--- src/rtl/spi_input_front_pkg.sv ---
// Shared idle levels, default debounce depth and glitch counter type for the SPI input front end.
package spi_input_front_pkg;

    localparam logic SPI_CS_IDLE      = 1'b1;
    localparam logic SPI_SCLK_IDLE    = 1'b0;
    localparam logic SPI_MOSI_IDLE    = 1'b0;
    localparam int   SPI_WAIT_DEFAULT = 3;

    typedef logic [7:0] glitch_cnt_t;

    localparam glitch_cnt_t GLITCH_CNT_MAX = 8'hFF;

endpackage

--- src/rtl/spi_input_front_input_conditioner.sv ---
// One SPI pin: 2-flop synchronizer followed by a WAIT-cycle debounce filter with registered
// edge strobes; reject_p flags an aborted pending change (s2 reverts while counting).
module input_conditioner
    import spi_input_front_pkg::*;
#(
    parameter int   WAIT  = SPI_WAIT_DEFAULT,
    parameter int   CNT_W = 2,
    parameter logic IDLE  = 1'b0
) (
    input  logic clk,
    input  logic rst_n,
    input  logic noisy,
    input  logic strobe_en,
    output logic conditioned,
    output logic posedge_p,
    output logic negedge_p,
    output logic reject_p
);

    logic             s1_q, s1_d;
    logic             s2_q, s2_d;
    logic             cond_q, cond_d;
    logic [CNT_W-1:0] cnt_q, cnt_d;
    logic             pos_q, pos_d;
    logic             neg_q, neg_d;

    always_ff @(posedge clk or negedge rst_n) begin
        if (!rst_n) begin
            s1_q   <= IDLE;
            s2_q   <= IDLE;
            cond_q <= IDLE;
            cnt_q  <= '0;
            pos_q  <= 1'b0;
            neg_q  <= 1'b0;
        end else begin
            s1_q   <= s1_d;
            s2_q   <= s2_d;
            cond_q <= cond_d;
            cnt_q  <= cnt_d;
            pos_q  <= pos_d;
            neg_q  <= neg_d;
        end
    end

    // Strobes are gated at the register so they leave the block aligned with cond.
    always_comb begin
        s1_d   = noisy;
        s2_d   = s1_q;
        cond_d = cond_q;
        cnt_d  = cnt_q;
        pos_d  = 1'b0;
        neg_d  = 1'b0;
        if (s2_q == cond_q) begin
            cnt_d = '0;
        end else if (cnt_q == CNT_W'(WAIT - 1)) begin
            cond_d = s2_q;
            cnt_d  = '0;
            pos_d  = s2_q & strobe_en;
            neg_d  = ~s2_q & strobe_en;
        end else begin
            cnt_d = cnt_q + 1'b1;
        end
    end

    assign conditioned = cond_q;
    assign posedge_p   = pos_q;
    assign negedge_p   = neg_q;
    assign reject_p    = (s2_q == cond_q) && (cnt_q != '0);

endmodule

--- src/rtl/spi_input_front.sv ---
// SPI pin front end: conditions sclk/cs/mosi, gates sclk strobes with cs, emits frame strobes.
// Define SPI_GLITCH_CNT_EN to add the saturating sclk glitch counter output glitch_cnt.
module spi_input_front
    import spi_input_front_pkg::*;
#(
    parameter int WAIT  = SPI_WAIT_DEFAULT,
    parameter int CNT_W = 2
) (
    input  logic clk,
    input  logic rst_n,
    input  logic sclk_pin,
    input  logic cs_pin,
    input  logic mosi_pin,
    output logic sclk_cond,
    output logic cs_cond,
    output logic mosi_cond,
    output logic sclk_rise,
    output logic sclk_fall,
    output logic frame_start,
    output logic frame_end
`ifdef SPI_GLITCH_CNT_EN
    ,
    output logic [7:0] glitch_cnt
`endif
);

    logic sclk_reject;
    logic cs_reject;
    logic mosi_pos, mosi_neg, mosi_reject;
    logic unused_bits;

    // cs_cond is the pre-update level on the edge where sclk acceptance happens.
    input_conditioner #(.WAIT(WAIT), .CNT_W(CNT_W), .IDLE(SPI_SCLK_IDLE)) u_sclk (
        .clk         (clk),
        .rst_n       (rst_n),
        .noisy       (sclk_pin),
        .strobe_en   (~cs_cond),
        .conditioned (sclk_cond),
        .posedge_p   (sclk_rise),
        .negedge_p   (sclk_fall),
        .reject_p    (sclk_reject)
    );

    input_conditioner #(.WAIT(WAIT), .CNT_W(CNT_W), .IDLE(SPI_CS_IDLE)) u_cs (
        .clk         (clk),
        .rst_n       (rst_n),
        .noisy       (cs_pin),
        .strobe_en   (1'b1),
        .conditioned (cs_cond),
        .posedge_p   (frame_end),
        .negedge_p   (frame_start),
        .reject_p    (cs_reject)
    );

    input_conditioner #(.WAIT(WAIT), .CNT_W(CNT_W), .IDLE(SPI_MOSI_IDLE)) u_mosi (
        .clk         (clk),
        .rst_n       (rst_n),
        .noisy       (mosi_pin),
        .strobe_en   (1'b1),
        .conditioned (mosi_cond),
        .posedge_p   (mosi_pos),
        .negedge_p   (mosi_neg),
        .reject_p    (mosi_reject)
    );

    assign unused_bits = ^{sclk_reject, cs_reject, mosi_pos, mosi_neg, mosi_reject};

`ifdef SPI_GLITCH_CNT_EN
    glitch_cnt_t glitch_q, glitch_d;

    always_ff @(posedge clk or negedge rst_n) begin
        if (!rst_n) begin
            glitch_q <= '0;
        end else begin
            glitch_q <= glitch_d;
        end
    end

    always_comb begin
        glitch_d = glitch_q;
        if (frame_start) begin
            glitch_d = '0;
        end else if (sclk_reject && (glitch_q != GLITCH_CNT_MAX)) begin
            glitch_d = glitch_q + 1'b1;
        end
    end

    assign glitch_cnt = glitch_q;
`endif

endmodule

--- config.mk ---
export PLATFORM = sky130hd
export DESIGN_NAME = spi_input_front
export DESIGN_NICKNAME = d
export VERILOG_FILES = /design/src/rtl/spi_input_front_pkg.sv /design/src/rtl/spi_input_front_input_conditioner.sv /design/src/rtl/spi_input_front.sv
export SDC_FILE = /design/constraint.sdc
export NUM_CORES = 1
export LEC_CHECK = 0
export CORE_AREA = 2 2 39 41
export CTS_BUF_LIST = sky130_fd_sc_hd__clkbuf_8
export CTS_CLUSTER_SIZE = 8
export DETAILED_ROUTE_END_ITERATION = 10
export DIE_AREA = 0 0 41 43
export PLACE_DENSITY = 0.85
export SYNTH_ARGS = -nofsm -noshare
export SYNTH_HDL_FRONTEND = slang
export SYNTH_SLANG_ARGS = --single-unit
--- constraint.sdc ---
create_clock -name clk -period 2.82 [get_ports clk]
set_input_delay 0.564 -clock clk [delete_from_list [all_inputs] [get_ports clk]]
set_output_delay 0.564 -clock clk [all_outputs]
set_load 0.02 [all_outputs]
==> out/qor_table.md <==
| Item | Reported | Unit |
|:---|:---|:---|
| Vias in the first global route | 363 | - |
| Residual antenna-violating net count after detailed routing | 0 | - |
| Worst clock skew on the final layout | 0.001799 | ns |
| Internal power contribution | 0.5714 | mW |
| Cell class contributing the biggest share of worst-path delay | buffers and inverters | - |
| Critical path class | flip-flop to primary output | - |
| Setup repair after global routing missed its margin | false | - |
| Area share of the largest cell type after synthesis | 0.6190 | - |
| CP max stage cell | sky130_fd_sc_hd__clkdlybuf4s50_1 | - |
| Number of maximum-capacitance violations | 0 | - |
| CTS clock-pin slew for the worst setup and hold paths | 0.07 | ns |
| DRT Pass-1 Iters | 1 | - |
| I/O pins | 12 | - |
| Initial DRC Count | 0 | - |
| Routed wire length | 887 | um |
| Area growth from synthesis to layout | 27.27 | % |
| Post-layout min period | 2.009 | ns |
| Synth Net Count | 44 | - |
| Data arrival time at the worst-slack endpoint | 1.44 | ns |
| Fillers | 109 | - |
| TritonCTS clock tree | built | - |
| Worst Tran Pin Value | 0.7936 | ns |
| Synth warnings | 0 | - |
| Total half-perimeter wirelength after legalization and detailed placement | 691.8 | um |
| Core region area | 1384 | um2 |
| Via density per instance | 4.857 | - |
| Count of vias placed by the detailed router | 340 | - |
| Most area-consuming cells after synthesis | sky130_fd_sc_hd__dfrtp_1 62%, sky130_fd_sc_hd__dfstp_2 12%, sky130_fd_sc_hd__nor3b_1 5.8% | - |
| Setup slack of the most critical reg-to-reg path | 1.76 | ns |
| Floorplan die width | 41 | um |
| Status | complete, no violations | - |
| Clock root cell | sky130_fd_sc_hd__clkbuf_8 | - |
| Count of H-tree levels built during CTS | 1 | - |
| Grt ovf | 0 | - |
| Switching Power | 0.2373 | mW |
| Number of buffers added to fix hold violations after cts | 0 | - |
| Cell type with the highest aggregate area in the netlist | sky130_fd_sc_hd__dfrtp_1 | - |
| Sw Share | 0.2934 | - |
| Die footprint | 1763 | um2 |
| Critical Path Stages | 1 | - |
| Yosys reg bits | 19 | - |
| Largest fanout of any net on the critical path | 6 | - |
| Die Span Y | 43 | um |
| Critical path data required time | 2.26 | ns |
| Total chip power | 0.8086 | mW |
| Endpoint of the worst setup timing path | cs_cond | - |
| Startpoint of the worst-slack reg-to-reg timing path | u_cs.conditioned | - |
| Placement-stage cell area | 777.0 | um2 |
| Initial standard-cell utilization of the core | 0.4675 | - |
| Average cell area after synthesis | 16.59 | um2 |
| Number of nets at the end of the flow | 60 | - |
| Biggest regs | u_cs.cnt_q: 2 flops, u_mosi.cnt_q: 2 flops, u_sclk.cnt_q: 2 flops | - |
| Type of the most critical hold path | flip-flop to flip-flop | - |
| Critical path startpoint category | flip-flop | - |
| Tightest slew margin relative to the limit | 0.4693 | - |
| Pin count of the biggest net entering global routing | 20 | - |
| Standby leakage power | 0.3443 | nW |
| Number of CTS-inserted buffers | 3 | - |
| Post-synthesis cell type count | 10 | - |
| Max-slew violations | 0 | - |
| Antenna diodes | 0 | - |
| Maximum single-stage delay on the critical path | 0.61 | ns |
| Final cycle utilization of the critical path | 0.7123 | - |
| Final routed DRC violation total | 0 | - |
| Initial antenna violation count | 0 | - |
| TNS Setup | 0 | ns |
| Number of sinks driven by the clock tree | 19 | - |
| Part of the total power dissipated in sequential elements | 0.503 | - |
| Bufs and invs on worst path | 1 | - |
| Capture instance of the worst register-to-register path | u_sclk.negedge_p | - |
| Number of placement rows | 14 | - |
| Insertion delay to the later sink of the worst-skew pair | 0.25 | ns |
| Port Buffers | 11 | - |
| Maximum achievable frequency | 497.9 | MHz |
| Maximum count of clock buffers along a single path | 2 | - |
| Share of final-layout standard cells stronger than drive strength 1 | 0.2407 | - |
| Number of instances in the synthesized netlist | 39 | - |
| Clock share of power | 0.223 | - |
| Register area share after synthesis | 0.7408 | - |
| Post-CTS Resized | 0 | - |
| First-pass GRT wire length | 1483 | um |
| Start point of the critical path | u_cs.conditioned | - |
| Final Wtd Congestion | 0.7036 | - |
| Post-Syn Area | 646.9 | um2 |
| Crit end category | primary output | - |
| Fraction of power consumed by combinational cells | 0.274 | - |
| Crit-path cells | clkdlybuf4s50_1 | - |
| Postcts setup bufs | 0 | - |
| Cell Pwr Density | 982.2 | nW/um2 |
| Routed len/inst | 12.67 | um |
| Hold violation count in the final report | 0 | - |
| Final cell area excluding filler cells | 823.3 | um2 |
| VDD IR max | 566.1 | uV |
| Setup Viol. Count Final | 0 | - |
| Overall fraction of global-route tracks in use | 0.1297 | - |
| Number of cells traversed by the worst register-to-register path | 2 | - |
power by group through the flow:
| stage | Combinational [mW] | Sequential (mW) | Clock, mW |
|---|---|---|---|
| final | 0.222 | 0.407 | 0.180 |
| after global routing | 0.244 | 0.418 | 0.195 |
| after CTS | 0.226 | 0.408 | 0.185 |
| after detailed placement | 0.225 | 0.413 | 0 |
| after global placement | 0.213 | 0.405 | 0 |
| after floorplan | 0.106 | 0.435 | 0 |
cells in the mapped netlist (all sizes together):
| library cell | count |
|---|---|
| nor3 | 3 |
| mux2 | 3 |
| nand2b | 2 |
| nor2b | 1 |
| dfrtp | 16 |
| or3b | 1 |
| xnor2 | 3 |
| nor3b | 7 |
| dfstp | 3 |
worst min-delay path by stage:
stage                     start            end  slack, ns  depth (start not counted)
floorplan                 rst_n  u_cs.cnt_q[0]       0.27                          0
CTS                   u_cs.s1_q      u_cs.s2_q       0.36                          0
global placement    u_mosi.s1_q    u_mosi.s2_q       0.33                          0
detailed placement  u_sclk.s1_q    u_sclk.s2_q       0.34                          0
global route          u_cs.s1_q      u_cs.s2_q       0.37                          0
finish                u_cs.s1_q      u_cs.s2_q       0.36                          0
worst register-to-register path: stages, from the launching register on:
cell and delay, ns:
sky130_fd_sc_hd__dfstp_2 0.40, sky130_fd_sc_hd__or3b_4 0.41, sky130_fd_sc_hd__nor3b_2 0.18
per-layer routing:
metal,global-route usage,part of all wire
met1,0.1577,0.43
met2,0.2156,0.53
met3,0.01571,0.038
met4,0.06000,0.0090
met5,0,0
cell usage in the layout, fill, tap and decap left out:
cell type	count
sky130_fd_sc_hd__clkbuf_8	3
sky130_fd_sc_hd__nor3b_2	2
sky130_fd_sc_hd__clkinv_2	1
sky130_fd_sc_hd__nor3b_1	5
sky130_fd_sc_hd__or3b_4	1
sky130_fd_sc_hd__nor2b_1	1
sky130_fd_sc_hd__xnor2_1	3
sky130_fd_sc_hd__nor3_1	3
sky130_fd_sc_hd__dfrtp_1	16
sky130_fd_sc_hd__mux2_2	3
sky130_fd_sc_hd__nand2b_1	2
sky130_fd_sc_hd__dfstp_2	3
sky130_fd_sc_hd__clkdlybuf4s50_1	11
stage by stage:
step	util	instances	hold slack (ns)	worst slack, ns
after floorplan	-	39	0.2684	1.658
after global placement	0.5615	66	0.3349	1.096
after detailed placement	0.5615	66	0.3419	1.078
after CTS	0.5949	70	0.3599	0.8050
after global routing	0.5949	70	0.3656	0.7694
final	0.5949	70	0.3581	0.8115
logic make-up after synthesis:
logic type    Yosys count  share of synthesized area
simple gates           14                     0.1663
flops                  19                     0.7408
mux                     3                    0.05222
xor+xnor                3                    0.04063
final cells by class:
cell class | instances | area [um2] | share of cell area
Clock buffer | 3 | 41.29 | 0.05015
Multi-Input combinational cell | 20 | 167.7 | 0.2036
Timing Repair Buffer | 11 | 110.1 | 0.1337
Clock inverter | 1 | 5.005 | 0.006079
Tap cell | 16 | 20.02 | 0.02432
Sequential cell | 19 | 479.2 | 0.5821
Power figures use the tool's default switching activity.
